$ cat src/rtl/onehot_pkg.sv
// Shared definitions for the one-hot ring counter and its monitor.
package onehot_pkg;

  localparam int DEF_WIDTH = 8;

  typedef enum logic [1:0] {
    IDLE  = 2'd0,
    RUN   = 2'd1,
    FAULT = 2'd2
  } state_t;

  localparam logic [1:0] ERR_NONE  = 2'b00;
  localparam logic [1:0] ERR_ZERO  = 2'b01;
  localparam logic [1:0] ERR_MULTI = 2'b10;
  localparam logic [1:0] ERR_SEQ   = 2'b11;

endpackage

$ cat src/rtl/onehot_enc.sv
// Combinational one-hot to binary encoder with zero and multi-hot detection.
module onehot_enc #(
  parameter int WIDTH = 8,
  parameter int IDXW  = $clog2(WIDTH)
) (
  input  logic [WIDTH-1:0] oh_in,
  output logic [IDXW-1:0]  idx,
  output logic             is_zero,
  output logic             is_multi
);

  localparam logic [WIDTH-1:0] ONE = {{(WIDTH-1){1'b0}}, 1'b1};

  always_comb begin
    idx = '0;
    for (int i = 0; i < WIDTH; i++) begin
      if (oh_in[i]) idx = IDXW'(i);
    end
  end

  assign is_zero  = (oh_in == '0);
  // Clearing the lowest set bit leaves something only if two or more were set.
  assign is_multi = |(oh_in & (oh_in - ONE));

endmodule

$ cat src/rtl/onehot_monitor.sv
// Tracks the one-hot ring counter: binary index, revolutions, and step legality.
//
// state | meaning
// IDLE  | after reset, waiting for the first clean one-hot sample
// RUN   | locked; every sample checked against the expected step
// FAULT | error seen; waiting for a clean one-hot sample to relock
module onehot_monitor
  import onehot_pkg::*;
#(
  parameter int WIDTH = DEF_WIDTH,
  parameter int IDXW  = $clog2(WIDTH),
  parameter int REVW  = 8,
  parameter int ERRW  = 8
) (
  input  logic             clk,
  input  logic             rst,
  input  logic             en,
  input  logic [WIDTH-1:0] oh_in,
  input  logic             clr_err,
  output logic [IDXW-1:0]  idx,
  output logic             valid,
  output logic             wrap,
  output logic [REVW-1:0]  rev_cnt,
  output logic             err,
  output logic [1:0]       err_code,
  output logic [ERRW-1:0]  err_cnt
);

  state_t           state;
  logic             en_q;
  logic [WIDTH-1:0] prev;
  logic [WIDTH-1:0] expected;
  logic [IDXW-1:0]  enc_idx;
  logic             is_zero;
  logic             is_multi;
  logic             is_onehot;
  logic             step_wrap;
  logic [1:0]       bad_code;
  logic [ERRW-1:0]  cnt_next;

  onehot_enc #(
    .WIDTH (WIDTH),
    .IDXW  (IDXW)
  ) u_enc (
    .oh_in    (oh_in),
    .idx      (enc_idx),
    .is_zero  (is_zero),
    .is_multi (is_multi)
  );

  assign expected  = en_q ? {prev[WIDTH-2:0], prev[WIDTH-1]} : prev;
  assign is_onehot = !is_zero && !is_multi;
  assign step_wrap = en_q && prev[WIDTH-1] && oh_in[0];

  always_comb begin
    bad_code = ERR_NONE;
    if (is_zero)                bad_code = ERR_ZERO;
    else if (is_multi)          bad_code = ERR_MULTI;
    else if (oh_in != expected) bad_code = ERR_SEQ;
  end

  // A clear coinciding with a new error restarts the count at one.
  assign cnt_next = clr_err   ? ERRW'(1) :
                    &err_cnt  ? err_cnt  : err_cnt + ERRW'(1);

  always_ff @(posedge clk or negedge rst) begin
    if (!rst) begin
      state    <= IDLE;
      en_q     <= 1'b0;
      prev     <= '0;
      idx      <= '0;
      valid    <= 1'b0;
      wrap     <= 1'b0;
      rev_cnt  <= '0;
      err      <= 1'b0;
      err_code <= ERR_NONE;
      err_cnt  <= '0;
    end else begin
      en_q <= en;
      wrap <= 1'b0;
      if (clr_err) begin
        err      <= 1'b0;
        err_code <= ERR_NONE;
        err_cnt  <= '0;
      end
      case (state)
        IDLE, FAULT: begin
          if (is_onehot) begin
            prev  <= oh_in;
            idx   <= enc_idx;
            valid <= 1'b1;
            state <= RUN;
          end
        end
        RUN: begin
          if (bad_code != ERR_NONE) begin
            err      <= 1'b1;
            err_code <= bad_code;
            err_cnt  <= cnt_next;
            valid    <= 1'b0;
            state    <= FAULT;
          end else begin
            prev <= oh_in;
            idx  <= enc_idx;
            if (step_wrap) begin
              wrap    <= 1'b1;
              rev_cnt <= rev_cnt + REVW'(1);
            end
          end
        end
        default: state <= IDLE;
      endcase
    end
  end

endmodule

$ cat config.mk
export PLATFORM = sky130hd
export DESIGN_NAME = onehot_monitor
export DESIGN_NICKNAME = d
export VERILOG_FILES = /design/src/rtl/onehot_pkg.sv /design/src/rtl/onehot_enc.sv /design/src/rtl/onehot_monitor.sv
export SDC_FILE = /design/constraint.sdc
export NUM_CORES = 1
export LEC_CHECK = 0
export ABC_AREA = 1
export CAP_MARGIN = 15
export CORE_MARGIN = 2
export CORE_UTILIZATION = 52
export CTS_CLUSTER_SIZE = 14
export DETAILED_ROUTE_END_ITERATION = 12
export GPL_ROUTABILITY_DRIVEN = 0
export GPL_TIMING_DRIVEN = 0
export PLACE_DENSITY = 0.9
export SYNTH_ARGS = -nofsm -noshare
export SYNTH_HDL_FRONTEND = slang
export SYNTH_HIERARCHICAL = 1
export SYNTH_SLANG_ARGS = --single-unit
$ cat constraint.sdc
create_clock -name clk -period 4.05 [get_ports clk]
set_input_delay 0.81 -clock clk [delete_from_list [all_inputs] [get_ports clk]]
set_output_delay 0.81 -clock clk [all_outputs]
set_load 0.02 [all_outputs]
## Word level (Yosys, flattened, before mapping)

Cells that the tools add are included.

| cells by class | value |
|---|---|
| $add $sub $neg | 3 |
| multipliers | 0 |
| divide/modulo/power cells | 0 |
| order comparisons | 0 |
| equal/unequal tests | 7 |
| shifts and indexed selects | 0 |
| mux-type cells | 37 |
| bitwise operators | 2 |
| reductions and logical operators | 16 |

Operators by type and width:

| kind | number |
|---|---|
| $mux 8 | 8 |
| $mux 2 | 10 |
| $mux 3 | 6 |
| $add 8x1->8 const B | 2 |
| $pmux 8 s2 | 1 |
| $mux 1 | 9 |
| $reduce_and 3->1 | 3 |
| $and 8x8->8 | 1 |
| $logic_not 8->1 | 1 |
| $ne 8x8->1 | 1 |
| $reduce_and 8->1 | 1 |
| $reduce_or 8->1 | 1 |
| $sub 8x1->8 const B | 1 |
| $ne 2x2->1 const B | 3 |
| $pmux 3 s2 | 1 |
| $ne 4x4->1 const B | 1 |
| $pmux 2 s2 | 1 |
| $reduce_bool 2->1 | 2 |
| $logic_and 1x1->1 | 3 |
| $eq 2x1->1 const B | 1 |
| $eq 2x2->1 const B | 1 |
| $logic_not 1->1 | 2 |
| $logic_not 2->1 | 1 |
| $pmux 1 s2 | 1 |
| other kinds (3) | 3 |

| word-level totals | value |
|---|---|
| register bits after elaboration | 35 |
| bits in latches | 0 |
| memory bits (writable) | 0 |
| ROM bits | 0 |
| output and inout port bits | 24 |
| memories kept | 0 |

## Logic depth before layout (Yosys ltp)

Gate-level depths: netlist of run 1.

| depth | value |
|---|---|
| depth after elaboration | 9 |
| depth in mapped cells | 16 |
| gate-level depth less buffers | 14 |

## Cells and area by module

The synthesis of run 1 kept the hierarchy.

By module, submodules not included:

| module | times used | cells each | area each (um^2) | sequential area each (um^2) |
|---|---|---|---|---|
| onehot_monitor | 1 | 288 | 2092.0 | 875.8 |
| onehot_enc | 1 | 36 | 155.1 | 0.0 |

## Worst setup path before layout of run 1

No wires, ideal clock.

| timing path | value |
|---|---|
| path type | input to register |
| start | input oh_in[1] |
| end | register prev[5] |
| setup time | 0.121 ns |
| arrival time | 2.041 ns |
| required time | 3.929 ns |
| slack | 1.889 ns |
| stages | 11 |
| buffers on the path | 1 |
| cell sequence | nor2_1 > nand2_1 > o21bai_2 > nand2_1 > nor2_1 > nand3_4 > inv_4 > nand2_4 > nand2_4 > buf_8 > o21ai_1 |

| on the way | value |
|---|---|
| longest elaborated chain between the ends | 8 |

Ends and longest elaborated chain:

| element | RTL line | RTL |
|---|---|---|
| start: declaration | onehot_monitor.sv:18 | `input logic [WIDTH-1:0] oh_in,` |
| $sub 8x1->8 | onehot_enc.sv:23 | `assign is_multi = \|(oh_in & (oh_in - ONE));` |
| $and 8x8->8 * | onehot_enc.sv:23 |  |
| $reduce_or 8->1 * | onehot_enc.sv:23 |  |
| named net is_multi | onehot_monitor.sv:35 | `logic is_multi;` |
| $mux 2 | onehot_monitor.sv:58 | `else if (is_multi) bad_code = ERR_MULTI;` |
| $mux 2 | onehot_monitor.sv:57 | `if (is_zero) bad_code = ERR_ZERO;` |
| $reduce_bool 2->1 | onehot_monitor.sv:96 | `if (bad_code != ERR_NONE) begin` |
| $ne 2x2->1 (no line) | - |  |
| $reduce_and 3->1 (no line) * | - |  |
| end signal: assignment | onehot_monitor.sv:89 | `prev <= oh_in;` |
| end signal: assignment | onehot_monitor.sv:103 | `prev <= oh_in;` |
| end: declaration | onehot_monitor.sv:31 | `logic [WIDTH-1:0] prev;` |

The timed path passes the listed nets; every way through them passes the cells marked *.
A chain may end at the register's enable or synchronous reset.

## Final worst setup path of run 1

| timing path | value |
|---|---|
| start | input oh_in[4] |
| end | register idx[1] |

| on the way | value |
|---|---|
| longest elaborated chain between the ends | 8 |

Ends and longest elaborated chain:

| element | RTL line | RTL |
|---|---|---|
| $sub 8x1->8 | onehot_enc.sv:23 |  |
| $and 8x8->8 * | onehot_enc.sv:23 |  |
| $reduce_or 8->1 * | onehot_enc.sv:23 |  |
| named net is_multi | onehot_monitor.sv:35 |  |
| $mux 2 | onehot_monitor.sv:58 |  |
| $mux 2 | onehot_monitor.sv:57 |  |
| $reduce_bool 2->1 | onehot_monitor.sv:96 |  |
| $ne 2x2->1 (no line) | - |  |
| $reduce_and 3->1 (no line) * | - |  |
| end signal: assignment | onehot_monitor.sv:90 | `idx <= enc_idx;` |
| end signal: assignment | onehot_monitor.sv:104 | `idx <= enc_idx;` |
| end: declaration | onehot_monitor.sv:20 | `output logic [IDXW-1:0] idx,` |

The timed path passes the listed nets; every way through them passes the cells marked *. The select of a mux whose other input is x is not followed.

==> results of run 1 <==
[stage by stage]
step / utilization (%) / instance area, um2 / std cells
global route: 66.7 / 2730 / 415
finish: 66.7 / 2730 / 415
global placement: 65.1 / 2660 / 409
CTS: 66.7 / 2730 / 415
floorplan: - / 2250 / 324
detailed placement: 65.0 / 2660 / 409
[cell families (layout without fill, tap and decap cells)]
family	count (synthesis)	after routing	synth area share, %
simple gates	206	206	41.0
compound gates	26	26	6.18
buf+inv	46	87	9.24
fa+ha+maj	2	2	1.11
xor+xnor	9	9	3.51
flops	35	35	39.0
[layout make-up]
cell class                      count  share of cell area [%]
Clock buffer                        6                    2.66
Tap cell                           50                    2.29
Buffer                              6                    1.83
Multi-Input combinational cell    243                    42.7
Timing Repair Buffer               35                    12.7
Sequential cell                    35                    32.1
Inverter                           40                    5.78
[path summary, 6_finish.rpt]
path,start,endpoint,slack (ns),cells past startpoint
hold reg to reg,err$_DFF_PN0_,err$_DFF_PN0_,0.48,2
min in group asynchronous,rst,prev[5]$_DFFE_PN0P_,0.60,1
hold / removal,err$_DFF_PN0_,err$_DFF_PN0_,0.48,2
setup / recovery,oh_in[4],idx[1]$_DFFE_PN0P_,1.23,13
setup reg to reg,en_q$_DFF_PN0_,idx[1]$_DFFE_PN0P_,2.10,15
max in group asynchronous,rst,err$_DFF_PN0_,2.94,1
[Yosys cell counts (all sizes together)]
cell,n,area [um2]
or2,1,6.26
a21oi,5,25.0
inv,40,158
xor2,5,43.8
o31ai,1,7.51
nand3b,4,30.0
nor3,7,35.0
nor2,23,111
nand4,1,6.26
xnor2,4,35.0
buf,4,42.5
o21bai,1,11.3
o21ai,19,95.1
nor3b,1,7.51
clkbuf,2,7.51
dfrtp,35,876
ha,2,25.0
nand2,137,539
nand3,32,185
[worst min-delay path: cells and delay by family (launching register included)]
family / cells / cell delay [ns]
flip-flops: 1 / 0.34
AND/OR/NAND/NOR: 2 / 0.11
[registers in the layout, indices dropped and copies added (netlist names)]
register  cells
err_cnt       8
rev_cnt       8
en_q          1
err           1
wrap          1
state         2
valid         1
err_code      2
prev          8
idx           3
[metal layers]
layer,part of all wire (%),GRT usage [%],vias to the layer above
met5,0,0,-
met4,2.2,10.0,0
met3,5.1,5.09,14
met2,47,38.2,62
met1,45,26.8,1035
li1,-,-,1094
[power by group through the flow]
stage	clock network (mW)	logic, mW	registers [mW]
after detailed placement	0	0.190	0.421
after global placement	0	0.182	0.421
final	0.237	0.190	0.416
after global routing	0.258	0.213	0.420
after floorplan	0	0.102	0.433
after CTS	0.241	0.192	0.416
==> out/metrics.csv, run 1 <==
metric,value,unit
Pwr Density,309,mW/mm2
crit-path leading delay family,simple AND/OR/NAND/NOR gates,
Hold Buf Count CTS,0,
crit path cell chain,clkdlybuf4s50_1 -> nand2_1 -> nand2_1 -> nor2_1 -> nand2_1 -> nor2_1 -> nand2_1 -> nor2_1 -> nand2_1 -> nand2_4 -> buf_8 -> nand2_1 -> nand2_1,
drt total wl,5140,um
vias in the first global route,2078,
area of the mapped netlist,0.00225,mm2
number of buffers added on ports,35,
Crit Path Class,in2reg,
part of the power in the clock network,28.1,%
crit start category,input pin,
Syn Inst Count,324,
Post-DRT Antenna Nets,0,
FF+latch area,876,um2
CP max stage cell,clkdlybuf4s50_1,
crit path max fanout,10,
via count,2205,
pin count of the biggest net entering global routing,36,
die width,69.7,um
Required @ worst endpoint,4.27,ns
worst hold slack,0.485,ns
DRC Markers,0,
worst path buffer plus inverter count,2,
Setup Buffers After CTS,0,
Max Buffers Root-to-Sink,2,
status,"complete, no violations",
Final period util,69.7,%
most frequent cells in the layout,"131 x nand2_1, 36 x inv_1, 35 x dfrtp_1, 34 x clkdlybuf4s50_1, 30 x nand3_1",
DPL Wire Length,3650,um
Switching Power,0.262,mW
"Reg clk slew, reported paths",0.06,ns
min Tclk post-route,2.82,ns
skew final,0.0126,ns
Syn. warnings,6,
fmax,354,MHz
die height,69.7,um
1st-iter DRT viols,153,
Worst-Skew Late Latency,0.29,ns
TritonCTS buffer count,5,
diodes inserted,0,
post-synthesis net count,338,
fin. max-slew vios,0,
Initial Utilization,55.0,%
wire per inst,12.4,um
first-pass GRT wire length,8780,um
Worst Tran Pin Value,0.792,ns
# clock sinks,35,
Multi-input gate area,0.00116,mm2
initial antenna violation count,0,
dpl ws,0.992,ns
Peak VDD IR,238,uV
post-CTS resize count,0,
layout cells sized above 1,7.67,%
die area,0.00486,mm2
DR pass1 iterations,4,
final setup violation count,0,
Hold Crit Class,reg2reg,
CORE AREA,0.00409,mm2
"Avg Cell Area, Syn",6.94,um2
max-cap violation count,0,
Gate power share,22.6,%
cell-internal power,0.581,mW
"commonest non-fill, non-tap cell in the layout",nand2_1,
"slowest stage delay, CP",0.55,ns
switching power share of the total,31.1,%
Yosys reg bits,35,
max_slew headroom,47.2,%
fillers,356,
RSZ-0062 raised after global routing,no,
CP endpoint kind,flip-flop,
Cell Rows,23,
setup tns final,0,ns
P&R area growth vs syn,21.4,%
Yosys cell types,30,
CP arrival,3.05,ns
post-synthesis sequential area ratio,39.0,%
via density per instance,5.31,
fin nets,380,
GR Overflow Total,0,
CTS Root Cell,clkbuf_8,
Crit path top cell by count,nand2_1,
Final Worst Setup Slack,1.23,ns
CTS tree,done,
final hold violations,0,
Final Power,0.843,mW
Leak,1.36,nW
Ports,36,
# H-tree levels,2,
gr usage total,22.4,%
Reg power frac,49.3,%
Note: power is estimated with default switching activity, not from simulation.
==> run 2, diff against run 1 <==
--- a/config.mk
+++ b/config.mk
@@ -8,12 +8,12 @@
 export ABC_AREA = 1
 export CAP_MARGIN = 15
 export CORE_MARGIN = 2
-export CORE_UTILIZATION = 52
+export CORE_UTILIZATION = 48
 export CTS_CLUSTER_SIZE = 14
 export DETAILED_ROUTE_END_ITERATION = 12
 export GPL_ROUTABILITY_DRIVEN = 0
 export GPL_TIMING_DRIVEN = 0
-export PLACE_DENSITY = 0.9
+export PLACE_DENSITY = 0.88
 export SYNTH_ARGS = -nofsm -noshare
 export SYNTH_HDL_FRONTEND = slang
 export SYNTH_HIERARCHICAL = 1
==> constraint.sdc (replaced) <==
create_clock -name clk -period 2.48 [get_ports clk]
set_input_delay 0.496 -clock clk [delete_from_list [all_inputs] [get_ports clk]]
set_output_delay 0.496 -clock clk [all_outputs]
set_load 0.02 [all_outputs]
==> out/metrics.csv, run 2 (same netlist as run 1, synthesis figures left out) <==
metric,value,unit,change
fillers,388,,+9.0%
TritonCTS buffer count,5,,unchanged
CORE AREA,0.00444,mm2,+8.8%
drt total wl,4980,um,-3.0%
post-CTS resize count,0,,unchanged
CTS Root Cell,clkbuf_8,,
Initial Utilization,50.6,%,-4.4 points
"commonest non-fill, non-tap cell in the layout",nand2_1,,
layout cells sized above 1,8.72,%,+1.0 points
DPL Wire Length,3590,um,-1.8%
# H-tree levels,2,,unchanged
placed instance count,411,,+0.49%
Hold Crit Class,in2async,,
P&R area growth vs syn,22.7,%,
# clock sinks,35,,unchanged
CP arrival,2.55,ns,-0.50 ns
diodes inserted,0,,unchanged
min Tclk post-route,2.32,ns,
die width,72.4,um,+3.9%
Cell Rows,24,,+4.3%
via count,2147,,-2.6%
max-cap violation count,0,,unchanged
GR Overflow Total,0,,unchanged
die area,0.00524,mm2,+7.8%
Setup Buffers After CTS,0,,unchanged
Max Buffers Root-to-Sink,2,,unchanged
number of buffers added on ports,35,,unchanged
Final Worst Setup Slack,0.157,ns,-1.07 ns
placed cell areas,0.00266,mm2,about the same
fin. max-slew vios,0,,unchanged
design area,0.00276,mm2,+1.1%
r2r startpoint,err_cnt[1]$_DFFE_PN0P_,,
Final Power,1.40,mW,+66%
DRC Markers,0,,unchanged
gr usage total,21.0,%,-1.4 points
reg2reg path depth,12,,-3
fin nets,380,,unchanged
Leak,1.38,nW,+0.96%
die height,72.4,um,+3.9%
via density per instance,5.12,,-3.6%
1st-iter DRT viols,158,,+3.3%
vias in the first global route,2109,,+1.5%
final setup violation count,0,,unchanged
Crit Path Class,in2reg,,
pin count of the biggest net entering global routing,36,,unchanged
CP endpoint kind,flip-flop,,
Pwr Density,507,mW/mm2,+64%
Worst-Skew Late Latency,0.30,ns,about the same
RSZ-0062 raised after global routing,no,,
Post-DRT Antenna Nets,0,,unchanged
wire per inst,11.9,um,-4.0%
DR pass1 iterations,5,,+1
"Reg clk slew, reported paths",0.08,ns,+0.02 ns
status,"complete, no violations",,
Peak VDD IR,364,uV,+53%
final hold violations,0,,unchanged
Finished Layout Cells,419,,+0.96%
reg-to-reg setup timing slack,0.58,ns,-1.52 ns
first-pass GRT wire length,8830,um,+0.56%
skew final,0.00922,ns,-0.00342 ns
dpl ws,-0.254,ns,-1.25 ns
biggest regs,"err_cnt (8), prev (8), rev_cnt (8)",,
Final period util,93.7,%,
max_slew headroom,49.0,%,+1.9 points
Ports,36,,unchanged
crit start category,input pin,,
fmax,430,MHz,
CTS tree,done,,
Required @ worst endpoint,2.71,ns,-1.56 ns
Hold Buf Count CTS,0,,unchanged
crit path max fanout,10,,unchanged
Worst Tran Pin Value,0.764,ns,-0.0280 ns
initial antenna violation count,0,,unchanged
most frequent cells in the layout,"131 x nand2_1, 36 x inv_1, 35 x dfrtp_1, 33 x clkdlybuf4s50_1, 29 x nand3_1",,
reg2reg end,err_cnt[1]$_DFFE_PN0P_,,
## run 2: cell types whose count changed in the layout (fill, tap and decap cells not counted), sizes merged
cell / previous run / this run
clkinv: 0 / 1
clkinvlp: 0 / 1
clkdlybuf4s50: 34 / 33
dlymetal6s2s: 0 / 1
## run 2: how the worst max path moves through the flow
stage	start	to	slack, ns	cells after the start
detailed placement	oh_in[4]	prev[6]$_DFFE_PN0P_	-0.25	13
global placement	oh_in[3]	prev[5]$_DFFE_PN0P_	-0.22	12
CTS	oh_in[4]	prev[6]$_DFFE_PN0P_	0.05	13
finish	oh_in[1]	prev[6]$_DFFE_PN0P_	0.16	13
floorplan	oh_in[1]	prev[5]$_DFFE_PN0P_	0.63	11
global route	oh_in[3]	prev[1]$_DFFE_PN0P_	0.002	15
## run 2: routing by layer
layer / global-route usage, % / wire length [um] / vias to the layer above
li1: - / - / 1100
met1: 26.7 / 2280 / 984
met2: 35.5 / 2450 / 57
met3: 2.64 / 187 / 6
met4: 10.1 / 61 / 0
met5: 0 / 0 / -
## run 2: critical path, cell delays in order
cell and delay [ns]:
clkdlybuf4s50_1 0.52, nor2_1 0.20, nand2_1 0.11, o21bai_2 0.12, nand2_1 0.15, nor2_4 0.19, nand3_4 0.16, inv_4 0.11
nand2_4 0.10, nand2_4 0.12, buf_8 0.14, nand2_1 0.05, nand2_1 0.06
## run 2: where the power goes
group	switching, mW	leakage, nW	internal, mW
Combinational	0.181	0.870	0.128
Sequential	0.0468	0.466	0.633
Clock	0.214	0.0412	0.196
Total	0.441	1.38	0.957
## run 2: area by class of cell
cell class              count  area, um2  share of cell area [%]
flip-flops and latches     35        876                    31.8
repair buffers             35        348                    12.6
clock buffers               6       72.6                    2.63
clock inverters             2       12.5                   0.454
inverters                  40        158                    5.72
multi-input cells         243       1180                    42.6
well taps                  52       65.1                    2.36
plain buffers               6       50.0                    1.81
## run 2: stage by stage
stage	TNS, ns	util (%)	hold slack, ns
floorplan	0	-	0.200
global placement	-3.97	59.9	0.471
detailed placement	-5.69	59.8	0.469
CTS	0	61.7	0.297
global route	0	62.0	0.333
finish	0	62.0	0.265
